==> config.mk <==
export PLATFORM = sky130hd
export DESIGN_NAME = proj_qsys_nios2_qsys_0_oci_dct_packer
export DESIGN_NICKNAME = d
export VERILOG_FILES = /design/src/rtl/proj_qsys_nios2_qsys_0_oci_dct_packer.sv
export SDC_FILE = /design/constraint.sdc
export NUM_CORES = 1
export LEC_CHECK = 0
export BUFFER_PORTS_ARGS = -buffer_cell sky130_fd_sc_hd__buf_2
export CORE_AREA = 2 2 109 79
export DETAILED_ROUTE_END_ITERATION = 8
export DIE_AREA = 0 0 111 81
export PLACE_DENSITY = 0.62
export SETUP_SLACK_MARGIN = 0.4
export SYNTH_ARGS = -nofsm -noshare
export SYNTH_HDL_FRONTEND = slang
export SYNTH_SLANG_ARGS = --single-unit
==> constraint.sdc <==
create_clock -name clk -period 3.3 [get_ports clk]
set_clock_uncertainty 0.2 [all_clocks]
set_input_delay 0.495 -clock clk [delete_from_list [all_inputs] [get_ports clk]]
set_output_delay 0.495 -clock clk [all_outputs]
set_load 0.05 [all_outputs]
==> src/rtl/proj_qsys_nios2_qsys_0_oci_dct_packer.sv <==
// OCI debug-trace packer: packs SYM_W-bit symbols LSB-first into a frame, hands frames off over valid/ready.
// Optional idle auto-flush is enabled by defining NIOS2_OCI_DCT_IDLE_FLUSH_EN.
module proj_qsys_nios2_qsys_0_oci_dct_packer #(
    parameter int SYM_W       = 3,
    parameter int NUM_SYM     = 10,
    parameter int IDLE_CYCLES = 16
) (
    input  logic                     clk,
    input  logic                     reset,
    input  logic                     sym_valid,
    input  logic [SYM_W-1:0]         sym_data,
    output logic                     sym_ready,
    input  logic                     flush,
    input  logic                     end_req,
    output logic                     frame_valid,
    output logic [SYM_W*NUM_SYM-1:0] frame_data,
    output logic [3:0]               frame_cnt,
    input  logic                     frame_ready,
    output logic [SYM_W*NUM_SYM-1:0] dct_buffer,
    output logic [3:0]               dct_count,
    output logic                     test_ending,
    output logic                     test_has_ended
);
    localparam int FW = SYM_W * NUM_SYM;
    localparam logic [3:0] FULL = 4'(NUM_SYM);

    typedef enum logic [1:0] {S_RUN, S_ENDING, S_ENDED} state_t;

    state_t          r_state;
    logic [FW-1:0]   r_buf;
    logic [3:0]      r_cnt;
    logic            r_fvalid;
    logic [FW-1:0]   r_fdata;
    logic [3:0]      r_fcnt;
    logic            r_flush_pend;
    logic            r_ending;
    logic            r_ended;

    logic            w_slot_free;
    logic            w_emit;
    logic            w_accept;
    logic            w_idle_hit;
    logic [FW-1:0]   w_nbuf;
    logic [3:0]      w_base_cnt;
    logic [3:0]      w_ncnt;
    logic            w_fp_next;

    assign w_slot_free = !r_fvalid || frame_ready;
    assign w_emit      = w_slot_free && ((r_cnt == FULL) || (r_flush_pend && r_cnt != 4'd0));
    // Reset gating keeps every output low while reset is held
    assign sym_ready   = !reset && (r_state == S_RUN) && ((r_cnt < FULL) || w_slot_free);
    assign w_accept    = sym_valid && sym_ready;

`ifdef NIOS2_OCI_DCT_IDLE_FLUSH_EN
    localparam int IW = $clog2(IDLE_CYCLES + 1);
    logic [IW-1:0] r_idle;

    // Fires on the cycle the counter reaches IDLE_CYCLES, so flush_pend is set that same edge
    assign w_idle_hit = !w_accept && !w_emit && (r_cnt != 4'd0) &&
                        (r_idle == IW'(IDLE_CYCLES - 1));

    always_ff @(posedge clk or posedge reset) begin
        if (reset)
            r_idle <= '0;
        else if (w_accept || w_emit || r_cnt == 4'd0)
            r_idle <= '0;
        else if (r_idle != IW'(IDLE_CYCLES))
            r_idle <= r_idle + IW'(1);
    end
`else
    assign w_idle_hit = 1'b0;
`endif

    always_comb begin
        w_nbuf     = w_emit ? '0 : r_buf;
        w_base_cnt = w_emit ? 4'd0 : r_cnt;
        w_ncnt     = w_base_cnt;
        if (w_accept) begin
            for (int i = 0; i < NUM_SYM; i++)
                if (w_base_cnt == 4'(i))
                    w_nbuf[i*SYM_W +: SYM_W] = sym_data;
            w_ncnt = w_base_cnt + 4'd1;
        end
    end

    always_comb begin
        w_fp_next = r_flush_pend;
        if (w_emit || r_cnt == 4'd0)
            w_fp_next = 1'b0;
        if (r_state == S_RUN && (flush || end_req))
            w_fp_next = 1'b1;
        if (w_idle_hit)
            w_fp_next = 1'b1;
    end

    always_ff @(posedge clk or posedge reset) begin
        if (reset) begin
            r_buf        <= '0;
            r_cnt        <= 4'd0;
            r_fvalid     <= 1'b0;
            r_fdata      <= '0;
            r_fcnt       <= 4'd0;
            r_flush_pend <= 1'b0;
        end else begin
            r_buf        <= w_nbuf;
            r_cnt        <= w_ncnt;
            r_flush_pend <= w_fp_next;
            if (w_emit) begin
                r_fvalid <= 1'b1;
                r_fdata  <= r_buf;
                r_fcnt   <= r_cnt;
            end else if (frame_ready) begin
                r_fvalid <= 1'b0;
            end
        end
    end

    always_ff @(posedge clk or posedge reset) begin
        if (reset) begin
            r_state  <= S_RUN;
            r_ending <= 1'b0;
            r_ended  <= 1'b0;
        end else begin
            case (r_state)
                S_RUN: if (end_req) begin
                    r_state  <= S_ENDING;
                    r_ending <= 1'b1;
                end
                S_ENDING: if (r_cnt == 4'd0 && !r_fvalid) begin
                    r_state <= S_ENDED;
                    r_ended <= 1'b1;
                end
                default: ;
            endcase
        end
    end

    assign frame_valid    = r_fvalid;
    assign frame_data     = r_fdata;
    assign frame_cnt      = r_fcnt;
    assign dct_buffer     = r_buf;
    assign dct_count      = r_cnt;
    assign test_ending    = r_ending;
    assign test_has_ended = r_ended;
endmodule

==> load_flow_metrics.sql, run 1 <==
INSERT INTO impl_metrics (metric_group, metric, value, unit) VALUES
('status', 'run_status', 'finished, final reports clean', ''),
('placement', 'port-buffer-count', '80', ''),
('sta', 'totalNegativeSetupSlack', '0', 'ps'),
('finish', 'layout.cells.most_common_list', 'buf_2, dfrtp_1, mux2_2', ''),
('floorplan', 'pin_count', '81', ''),
('finish', 'antennaDiodeCount', '0', ''),
('setup_path', 'cp_data_arrival_time', '2570', 'ps'),
('setup_path', 'critical_path_buf_inv_count', '1', ''),
('placement', 'globalplace.congestion', '0.812', ''),
('synth', 'post_synth_mux_area_share', '0.199', ''),
('synth', 'synthDominantCellAreaShare', '0.580', ''),
('synth', 'post_synth_and_or_nand_nor_area_fraction', '0.108', ''),
('setup_path', 'crit_path_max_incr_delay', '810', 'ps'),
('setup_path', 'critical-path-top-delay-family', 'flip-flops', ''),
('sta', 'hold_viol_final', '0', ''),
('setup_path', 'cell_by_cell_listing_of_the_critical_path', 'and4bb_2 > o211a_2 > buf_4 > mux2_2', ''),
('finish', 'filler_cell_count', '753', ''),
('sta', 'rsz0062_at_grt', 'no', ''),
('synth', 'syn_nets', '252', ''),
('clock_tree', 'path_clk_slew', '60', 'ps'),
('setup_path', 'critPathSlowestCell', 'dfrtp_1', ''),
('power', 'power.density', '728', 'nW/µm²'),
('routing', 'route.vias.total', '2173', ''),
('sta', 'worstMarginPinSlew', '936', 'ps'),
('finish', 'stdcell_area', '3970', 'µm²'),
('finish', 'nets', '332', ''),
('sta', 'final_setup_viols', '0', ''),
('synth', 'synth-seq-area-share', '0.580', ''),
('routing', 'detail-route-antenna-nets', '0', ''),
('sta', 'period_minus_slack', '2570', 'ps'),
('clock_tree', 'cts-root-buf', 'clkbuf_16', ''),
('finish', 'flow.area_growth_from_synthesis', '24.3', '%'),
('floorplan', 'core_area', '8090', 'µm²'),
('synth', 'synth_xor_xnor_area_share', '0.00549', ''),
('synth', 'synthesis.instances', '243', ''),
('finish', 'final_core_utilization', '0.490', ''),
('sta', 'slew_headroom', '0.376', ''),
('grt', 'global_route_wire_length_before_repair', '11000', 'µm'),
('routing', 'route.detailed.wl_per_inst', '15.6', 'µm'),
('setup_path', 'criticalPathCategory', 'register to register', ''),
('synth', 'synth.cell_area', '3190', 'µm²'),
('synth', 'synth.ff_latch_count', '74', ''),
('routing', 'drt-pass1-iter-count', '6', ''),
('sta', 'min_period_over_period', '0.777', ''),
('floorplan', 'std_cell_rows', '28', ''),
('hold_path', 'timing.hold.worst.class', 'input port to register', ''),
('synth', 'synthAdderAreaFrac', '0', ''),
('routing', 'route.detailed.drc', '0', ''),
('power', 'power.ir.vdd_worst', '0.000420', 'V'),
('clock_tree', 'tritoncts.num_buffers', '9', ''),
('placement', 'dpl-instance-area', '3670', 'µm²'),
('floorplan', 'initial_utilization', '0.394', ''),
('clock_tree', 'setup_fix_bufs_post_cts', '0', ''),
('grt', 'grt_antenna_before_repair', '0', ''),
('grt', 'grt_overflow', '0', ''),
('setup_path', 'timing.critical_path.to_type', 'register', ''),
('sta', 'clock.fmax', '0.390', 'GHz'),
('routing', 'detail_route.vias_per_cell', '5.02', ''),
('power', 'power_leakage', '2.19', 'nW'),
('synth', 'netlist_top_cells_area', 'dfrtp_1, mux2_2, mux2i_1', ''),
('grt', 'first_global_vias', '2094', ''),
('sta', 'slew_viol_final', '0', ''),
('floorplan', 'floorplan.die.width', '111', 'µm'),
('clock_tree', 'clk_latency', '330', 'ps'),
('clock_tree', 'cts_tree', 'built', ''),
('setup_path', 'critical_path.max_fanout', '46', ''),
('setup_path', 'setup.worst_path.start_class', 'register', ''),
('clock_tree', 'maximum_buffer_depth_of_the_clock_tree', '2', ''),
('flow_run', 'max_cap_violations', '0', ''),
('synth', 'synth_top_family_by_area', 'multiplexers', ''),
('clock_tree', 'cts_num_sinks', '74', '');
[stage by stage]
step	setup WS (ps)	instances	hold WS [ps]
after CTS	729	433	191
after global routing	604	433	212
after floorplan	571	243	320
after detailed placement	742	417	259
after global placement	810	417	245
final	734	433	203
[tightest hold or removal path: cells and delay by family]
family	cells	cell delay (ps)
AND/OR/NAND/NOR	2	120
buffers and inverters	1	80
[cell usage after synthesis (all sizes together)]
cell type,number
nor3,1
nand2,7
a31o,1
and4bb,1
or4b,1
and2,1
nor4b,1
a22o,3
or4,1
inv,4
xor2,1
nand3b,3
o31ai,2
xnor2,1
nand2b,2
dfrtp,74
o211ai,1
nor2b,3
nand3,6
nand4b,1
clkbuf,8
mux2i,24
a21o,1
or3,1
o21ai,5
a2111oi,3
nor4,1
nand4,4
a21oi,4
buf,7
mux2,35
o2111ai,1
o211a,2
o41a,1
nor2,31
[routing by layer]
layer	vias to the layer above	global-route usage	wire length (µm)
li1	1022	-	-
met1	1083	0.221	3390
met2	62	0.235	2940
met3	6	0.0522	388
met4	0	0.0450	39
met5	-	0	0
[power breakdown]
part	total (W)	switching, W	leakage [nW]	internal [W]
combinational	0.000766	0.000575	1.03	0.000191
sequential	0.00117	0.000143	1.01	0.00103
clock	0.000952	0.000369	0.145	0.000583
total	0.00289	0.00109	2.19	0.00180
[flip-flops by register name, summed over array words and instances, names as in the netlist]
name and cells:
dct_buffer 30, dct_count 4, frame_cnt 4, frame_data 30, frame_valid 1, r_flush_pend 1
r_state 2, test_ending 1, test_has_ended 1
[final cells by class]
cell class / instances / area, µm² / area share
Tap cell: 105 / 131 / 0.0331
Timing Repair Buffer: 84 / 430 / 0.109
Inverter: 4 / 18.8 / 0.00473
Clock inverter: 7 / 70.1 / 0.0177
Multi-Input combinational cell: 150 / 1240 / 0.312
Clock buffer: 9 / 225 / 0.0568
Sequential cell: 74 / 1850 / 0.467
[worst paths after layout]
kind / startpoint / to / slack, ps / depth (start not counted)
min reg2reg: test_ending$_DFFE_PP0P_ / test_ending$_DFFE_PP0P_ / 270 / 1
min in group asynchronous: reset / r_state[0]$_DFFE_PP0P_ / 300 / 3
max reg2reg: dct_count[1]$_DFF_PP0_ / frame_data[22]$_DFFE_PP0P_ / 730 / 4
min: end_req / test_ending$_DFFE_PP0P_ / 200 / 3
max: dct_count[1]$_DFF_PP0_ / frame_data[22]$_DFFE_PP0P_ / 730 / 4
max in group asynchronous: reset / frame_cnt[3]$_DFFE_PP0P_ / 1980 / 3
[logic make-up (layout without fill, tap and decap cells)]
family          count (synthesis)  count (layout)
xor+xnor                        2               2
simple gates                   65              65
mux                            59              59
flops                          74              74
buf+inv                        19             104
compound gates                 24              24
Power figures use the tool's default switching activity.
==> run 2, diff against run 1 <==
--- a/config.mk
+++ b/config.mk
@@ -9,7 +9,7 @@
 export CORE_AREA = 2 2 109 79
 export DETAILED_ROUTE_END_ITERATION = 8
 export DIE_AREA = 0 0 111 81
-export PLACE_DENSITY = 0.62
+export PLACE_DENSITY = 0.65
 export SETUP_SLACK_MARGIN = 0.4
 export SYNTH_ARGS = -nofsm -noshare
 export SYNTH_HDL_FRONTEND = slang
==> constraint.sdc (replaced) <==
create_clock -name clk -period 2.05 [get_ports clk]
set_clock_uncertainty 0.2 [all_clocks]
set_input_delay 0.3075 -clock clk [delete_from_list [all_inputs] [get_ports clk]]
set_output_delay 0.3075 -clock clk [all_outputs]
set_load 0.05 [all_outputs]
==> load_flow_metrics.sql, run 2 (synthesis results as in run 1) <==
INSERT INTO impl_metrics (metric_group, metric, value, unit) VALUES
('routing', 'met3RoutedLength', '353', 'µm'),
('grt', 'grt_overflow', '0', ''),
('finish', 'drive_above_1_share', '0.554', ''),
('sta', 'final_ws_setup', '77.6', 'ps'),
('placement', 'dp_hpwl', '4730', 'µm'),
('routing', 'route.vias.total', '2277', ''),
('sta', 'worstMarginPinSlew', '435', 'ps'),
('grt', 'gr-usage-all-layers', '0.167', ''),
('routing', 'detail_route.vias_per_cell', '4.98', ''),
('sta', 'slew_viol_final', '0', ''),
('sta', 'rsz0062_at_grt', 'yes', ''),
('sta', 'slew_headroom', '0.708', ''),
('finish', 'multi_input_area', '1370', 'µm²'),
('power', 'power.density', '1140', 'nW/µm²'),
('setup_path', 'r2r_slack', '80', 'ps'),
('setup_path', 'critPathSlowestCell', 'or4_4', ''),
('routing', 'violation_count_after_the_first_detailed_routing_iteration', '109', ''),
('power', 'power.ir.vdd_worst', '0.000734', 'V'),
('setup_path', 'critical-path-top-delay-family', 'simple AND/OR/NAND/NOR gates', ''),
('grt', 'grt_antenna_before_repair', '0', ''),
('placement', 'dpl-instance-area', '3800', 'µm²'),
('setup_path', 'cp_data_arrival_time', '1970', 'ps'),
('setup_path', 'timing.critical_path.to_type', 'register', ''),
('setup_path', 'critPathCapture', 'frame_data[12]$_DFFE_PP0P_', ''),
('finish', 'flow.area_growth_from_synthesis', '41.0', '%'),
('setup_path', 'required', '2050', 'ps'),
('floorplan', 'die-area', '8990', 'µm²'),
('flow_run', 'max_cap_violations', '0', ''),
('setup_path', 'number_of_cells_on_the_worst_reg_to_reg_path', '4', ''),
('routing', 'met2RoutedLength', '3400', 'µm'),
('routing', 'route.detailed.wl_per_inst', '16.6', 'µm'),
('power', 'power_leakage', '2.35', 'nW'),
('setup_path', 'criticalPathCategory', 'register to register', ''),
('setup_path', 'setup.worst_path.start_class', 'register', ''),
('floorplan', 'floorplan.die.width', '111', 'µm'),
('floorplan', 'die_height', '81', 'µm'),
('finish', 'stdcell_area', '4500', 'µm²'),
('power', 'pwr-share-comb', '0.307', ''),
('clock_tree', 'maximum_buffer_depth_of_the_clock_tree', '2', ''),
('setup_path', 'regToRegEndpoint', 'frame_data[12]$_DFFE_PP0P_', ''),
('clock_tree', 'clk_latency', '320', 'ps'),
('clock_tree', 'tritoncts.num_buffers', '9', ''),
('routing', 'detail-route-antenna-nets', '0', ''),
('power', 'power.net_switching', '0.00182', 'W'),
('floorplan', 'pin_count', '81', ''),
('routing', 'drt-pass1-iter-count', '4', ''),
('finish', 'final_common_cell', 'buf_2', ''),
('floorplan', 'std_cell_rows', '28', ''),
('setup_path', 'worst_setup_path_startpoint', 'dct_count[2]$_DFF_PP0_', ''),
('power', 'clkPwrFrac', '0.343', ''),
('placement', 'dp_worst_setup_slack', '-59.2', 'ps'),
('finish', 'nets', '356', ''),
('setup_path', 'r2r_start', 'dct_count[2]$_DFF_PP0_', ''),
('finish', 'sequential_cell_area', '1860', 'µm²'),
('power', 'internal-power', '0.00330', 'W'),
('finish', 'antennaDiodeCount', '0', ''),
('status', 'run_status', 'finished, final reports clean', ''),
('clock_tree', 'cts_tree', 'built', ''),
('routing', 'route.detailed.drc', '0', ''),
('clock_tree', 'cts_num_sinks', '74', ''),
('power', 'switching_share', '0.355', ''),
('finish', 'filler_cell_count', '692', ''),
('placement', 'globalplace.congestion', '0.837', ''),
('setup_path', 'cp.depth', '4', ''),
('sta', 'min_period_over_period', '0.962', ''),
('clock_tree', 'cts-root-buf', 'clkbuf_16', ''),
('power', 'seqPwrFrac', '0.351', ''),
('setup_path', 'critical_path_buf_inv_count', '1', ''),
('floorplan', 'initial_utilization', '0.394', ''),
('floorplan', 'core_area', '8090', 'µm²'),
('setup_path', 'cell_by_cell_listing_of_the_critical_path', 'or4_4 > o211a_4 > clkbuf_16 > mux2_2', ''),
('routing', 'top_layer', 'met4', ''),
('setup_path', 'critical_path.max_fanout', '7', ''),
('placement', 'port-buffer-count', '80', ''),
('grt', 'grt_max_degree', '75', ''),
('routing', 'route.layer.met1.wl', '3790', 'µm'),
('hold_path', 'timing.hold.worst.class', 'input port to register', ''),
('finish', 'layout.cells.most_common_list', 'buf_2, dfrtp_1, mux2_2', ''),
('sta', 'period_minus_slack', '1970', 'ps'),
('sta', 'final_setup_viols', '0', ''),
('clock_tree', 'path_clk_slew', '60', 'ps'),
('grt', 'global_route_wire_length_before_repair', '11700', 'µm'),
('grt', 'first_global_vias', '2141', ''),
('clock_tree', 'cts_htree_levels', '3', ''),
('routing', 'drt-total-wl', '7580', 'µm'),
('sta', 'clock.fmax', '0.507', 'GHz'),
('setup_path', 'crit_path_max_incr_delay', '540', 'ps'),
('sta', 'hold_viol_final', '0', '');
==> run 2: cell types whose count changed in the layout (fill, tap and decap cells not counted), moves of 3 or more <==
cell     before  now
buf_2        80   76
nor2_4        0    6
nor2_1       25   19
a21oi_1       4    1
dfrtp_1      74   71
mux2i_1      24   21
buf_4         4   16
mux2i_2       0    3
buf_12        0    5
buf_6         0    4
==> run 2: what timing repair did <==
action	in CTS	in global routing
endpoints found under the hold margin	74	0
pin swaps	21	8
hold buffers	1	0
gates resized for setup	34	17
endpoints found under the setup margin	72	78
cloned	2	3
setup buffers	3	4
==> run 2: how the worst min path moves through the flow <==
stage / from / cells past startpoint / slack, ps / endpoint
global route: end_req / 3 / 40 / test_ending$_DFFE_PP0P_
floorplan: end_req / 2 / 230 / r_state[0]$_DFFE_PP0P_
finish: end_req / 3 / 30 / test_ending$_DFFE_PP0P_
global placement: test_ending$_DFFE_PP0P_ / 1 / 250 / test_ending$_DFFE_PP0P_
CTS: end_req / 3 / 20 / test_ending$_DFFE_PP0P_
detailed placement: test_ending$_DFFE_PP0P_ / 1 / 260 / test_ending$_DFFE_PP0P_
==> run 2: metrics by stage <==
stage                     hold WS [ps]  cells  utilization  TNS (ps)  total power (W)
final                             28.6    457        0.556         0          0.00511
after global routing              39.0    457        0.556         0          0.00534
after CTS                         15.4    450        0.536         0          0.00509
after detailed placement           260    428        0.469      -219          0.00323
after global placement             246    428        0.469     -77.2          0.00320
after floorplan                    231    243            -     -6460          0.00284
==> run 2: worst reg2reg max path: cells and delay by family, from the launching register on <==
family | cells | cell delay [ps]
flops | 1 | 410
buf+inv | 1 | 200
mux | 1 | 270
compound gates | 1 | 240
simple gates | 1 | 540
==> run 2: power by group through the flow <==
| stage | clock [W] | combinational (W) | sequential, W |
|---|---|---|---|
| 2_1_floorplan | 0 | 0.000353 | 0.00248 |
| 3_3_place_gp | 0 | 0.00141 | 0.00180 |
| 3_5_place_dp | 0 | 0.00142 | 0.00181 |
| 4_1_cts | 0.00180 | 0.00151 | 0.00179 |
| 5_1_grt | 0.00187 | 0.00164 | 0.00182 |
| 6_report | 0.00175 | 0.00157 | 0.00179 |
==> run 2: routing by layer <==
layer	GRT usage	vias to the layer above
li1	-	1076
met1	0.236	1126
met2	0.263	69
met3	0.0388	6
met4	0.0450	0
met5	0	-
==> run 2: layout make-up <==
| type | instances | share of cell area |
|---|---|---|
| Clock inverter | 6 | 0.0234 |
| Multi-Input combinational cell | 150 | 0.303 |
| Tap cell | 105 | 0.0292 |
| Inverter | 4 | 0.00417 |
| Timing Repair Buffer | 108 | 0.176 |
| Clock buffer | 10 | 0.0509 |
| Sequential cell | 74 | 0.413 |
==> run 3, diff against run 2 <==
--- a/config.mk
+++ b/config.mk
@@ -7,10 +7,10 @@
 export LEC_CHECK = 0
 export BUFFER_PORTS_ARGS = -buffer_cell sky130_fd_sc_hd__buf_2
 export CORE_AREA = 2 2 109 79
+export CTS_BUF_LIST = sky130_fd_sc_hd__clkbuf_16
 export DETAILED_ROUTE_END_ITERATION = 8
 export DIE_AREA = 0 0 111 81
 export PLACE_DENSITY = 0.65
-export SETUP_SLACK_MARGIN = 0.4
 export SYNTH_ARGS = -nofsm -noshare
 export SYNTH_HDL_FRONTEND = slang
 export SYNTH_SLANG_ARGS = --single-unit
==> load_flow_metrics.sql, run 3 (synthesis results as in run 1) <==
INSERT INTO impl_metrics (metric_group, metric, value, unit) VALUES
('status', 'run_status', 'finished, final reports clean', ''),
('grt', 'grt_overflow', '0', ''),
('setup_path', 'required', '1540', 'ps'),
('routing', 'drt-total-wl', '7020', 'µm'),
('placement', 'port-buffer-count', '80', ''),
('setup_path', 'cp_data_arrival_time', '1470', 'ps'),
('clock_tree', 'clk_latency', '320', 'ps'),
('clock_tree', 'cts_tree', 'built', ''),
('floorplan', 'initial_utilization', '0.394', ''),
('power', 'power_leakage', '2.31', 'nW'),
('sta', 'worstMarginPinSlew', '403', 'ps'),
('clock_tree', 'cts_num_sinks', '74', ''),
('finish', 'layout.cells.most_common_list', 'buf_2, dfrtp_1, mux2_2', ''),
('finish', 'drive_above_1_share', '0.493', ''),
('sta', 'fin_hold_ws', '22.7', 'ps'),
('hold_path', 'timing.hold.worst.class', 'input port to register', ''),
('routing', 'met3RoutedLength', '407', 'µm'),
('power', 'power.ir.vdd_worst', '0.000726', 'V'),
('finish', 'flow.area_growth_from_synthesis', '32.0', '%'),
('routing', 'drt-pass1-iter-count', '4', ''),
('grt', 'grt_antenna_before_repair', '0', ''),
('sta', 'clock.fmax', '0.506', 'GHz'),
('setup_path', 'critical_path_buf_inv_count', '4', ''),
('grt', 'gr-usage-all-layers', '0.167', ''),
('sta', 'min_period_over_period', '0.964', ''),
('sta', 'slew_viol_final', '0', ''),
('power', 'power.net_switching', '0.00173', 'W'),
('setup_path', 'critical-path-top-delay-family', 'buffers and inverters', ''),
('sta', 'final_setup_viols', '0', ''),
('sta', 'period_minus_slack', '1980', 'ps'),
('power', 'internal-power', '0.00336', 'W'),
('floorplan', 'core_area', '8090', 'µm²'),
('grt', 'grt_max_degree', '75', ''),
('setup_path', 'critical_path.max_fanout', '3', ''),
('sta', 'hold_viol_final', '0', ''),
('floorplan', 'floorplan.die.width', '111', 'µm'),
('grt', 'global_route_wire_length_before_repair', '11700', 'µm'),
('routing', 'route.layer.met1.wl', '3390', 'µm'),
('finish', 'final-instance-count-excl-fill', '450', ''),
('power', 'clkPwrFrac', '0.365', ''),
('routing', 'detail-route-antenna-nets', '0', ''),
('clock_tree', 'cts_htree_levels', '3', ''),
('floorplan', 'std_cell_rows', '28', ''),
('placement', 'dp_hpwl', '4880', 'µm'),
('setup_path', 'crit_path_max_incr_delay', '590', 'ps'),
('setup_path', 'timing.critical_path.to_type', 'output port', ''),
('placement', 'globalplace.congestion', '0.863', ''),
('setup_path', 'critPathSlowestCell', 'dlygate4sd3_1', ''),
('finish', 'antennaDiodeCount', '0', ''),
('sta', 'rsz0062_at_grt', 'no', ''),
('grt', 'first_global_vias', '2165', ''),
('finish', 'final_common_cell', 'buf_2', ''),
('setup_path', 'cell_by_cell_listing_of_the_critical_path', 'buf_2 > dlygate4sd3_1 > clkinvlp_4 > o211a_2 > buf_4', ''),
('flow_run', 'max_cap_violations', '0', ''),
('setup_path', 'criticalPathCategory', 'input port to output port', ''),
('clock_tree', 'maximum_buffer_depth_of_the_clock_tree', '2', ''),
('power', 'seqPwrFrac', '0.349', ''),
('routing', 'top_layer', 'met4', ''),
('sta', 'slew_headroom', '0.728', ''),
('routing', 'met2RoutedLength', '3180', 'µm'),
('routing', 'detail_route.vias_per_cell', '4.97', ''),
('clock_tree', 'tritoncts.num_buffers', '9', ''),
('routing', 'violation_count_after_the_first_detailed_routing_iteration', '108', ''),
('setup_path', 'setup.worst_path.start_class', 'input port', ''),
('routing', 'route.vias.total', '2238', ''),
('finish', 'nets', '349', ''),
('clock_tree', 'path_clk_slew', '50', 'ps'),
('power', 'power.density', '1210', 'nW/µm²'),
('floorplan', 'die_height', '81', 'µm'),
('routing', 'route.detailed.drc', '0', ''),
('placement', 'numPlacedInstances', '432', ''),
('routing', 'route.detailed.wl_per_inst', '15.6', 'µm'),
('floorplan', 'die-area', '8990', 'µm²'),
('power', 'pwr-share-comb', '0.285', ''),
('floorplan', 'pin_count', '81', ''),
('clock_tree', 'cts-root-buf', 'clkbuf_16', ''),
('power', 'switching_share', '0.341', '');
[run 3: changes by cell type in the layout (fill, tap and decap cells not counted), moves of 3 or more]
cell     previous run  this run
nor2_4              6         0
nor2_1             19        23
buf_2              76        79
buf_6               4         1
dfrtp_1            71        74
mux2i_1            21        24
mux2i_2             3         0
[run 3: worst paths after layout]
path	from	to	slack, ps	depth (start not counted)
worst min-delay path	end_req	test_ending$_DFFE_PP0P_	20	3
worst max register to register	dct_count[3]$_DFF_PP0_	frame_data[14]$_DFFE_PP0P_	100	4
max in group asynchronous	reset	frame_data[12]$_DFFE_PP0P_	820	4
worst max-delay path	reset	sym_ready	70	5
worst min register to register	test_has_ended$_DFFE_PP0P_	test_has_ended$_DFFE_PP0P_	260	1
min in group asynchronous	reset	frame_valid$_DFFE_PP0P_	530	4
[run 3: cell type report]
cell class              instances  area [µm²]
fillers                       745        3880
flip-flops and latches         74        1850
multi-input cells             150        1250
repair buffers                101         604
clock buffers                   9         225
clock inverters                 7         133
well taps                     105         131
inverters                       4        18.8
[run 3: metal layers]
| layer | global-route usage | up-vias |
|---|---|---|
| met5 | 0 | - |
| met1 | 0.235 | 1116 |
| met3 | 0.0448 | 6 |
| met4 | 0.0450 | 0 |
| li1 | - | 1056 |
| met2 | 0.258 | 60 |
[run 3: power groups by stage]
stage / sequential, W / combinational [W] / clock, W
2_1_floorplan: 0.00247 / 0.000354 / 0
3_3_place_gp: 0.00179 / 0.00143 / 0
3_5_place_dp: 0.00181 / 0.00145 / 0
4_1_cts: 0.00178 / 0.00146 / 0.00190
5_1_grt: 0.00181 / 0.00153 / 0.00197
6_report: 0.00178 / 0.00145 / 0.00186
[run 3: tightest hold or removal path: cells and delay by family]
kind,cells,cell delay (ps)
buffers and inverters,1,80
and+or+nand+nor,2,120
[run 3: per-stage QoR]
step | area (µm²) | util | power (W) | worst slack [ps] | setup TNS, ps
floorplan | 3190 | - | 0.00283 | -262 | -9510
global placement | 3820 | 0.472 | 0.00323 | -14.1 | -58.1
detailed placement | 3820 | 0.472 | 0.00325 | -38.1 | -202
CTS | 4190 | 0.518 | 0.00514 | 8.75 | 0
global route | 4210 | 0.520 | 0.00530 | 17.8 | 0
finish | 4210 | 0.520 | 0.00509 | 73.1 | 0
[run 3: timing repair]
| action | 4_1_cts | 5_1_grt |
|---|---|---|
| setup endpoints to repair | 7 | 4 |
| setup buffers | 0 | 1 |
| pin swaps | 2 | 1 |
| hold buffers | 1 | 0 |
| resized for setup | 1 | 4 |
| endpoints found under the hold margin | 74 | 0 |
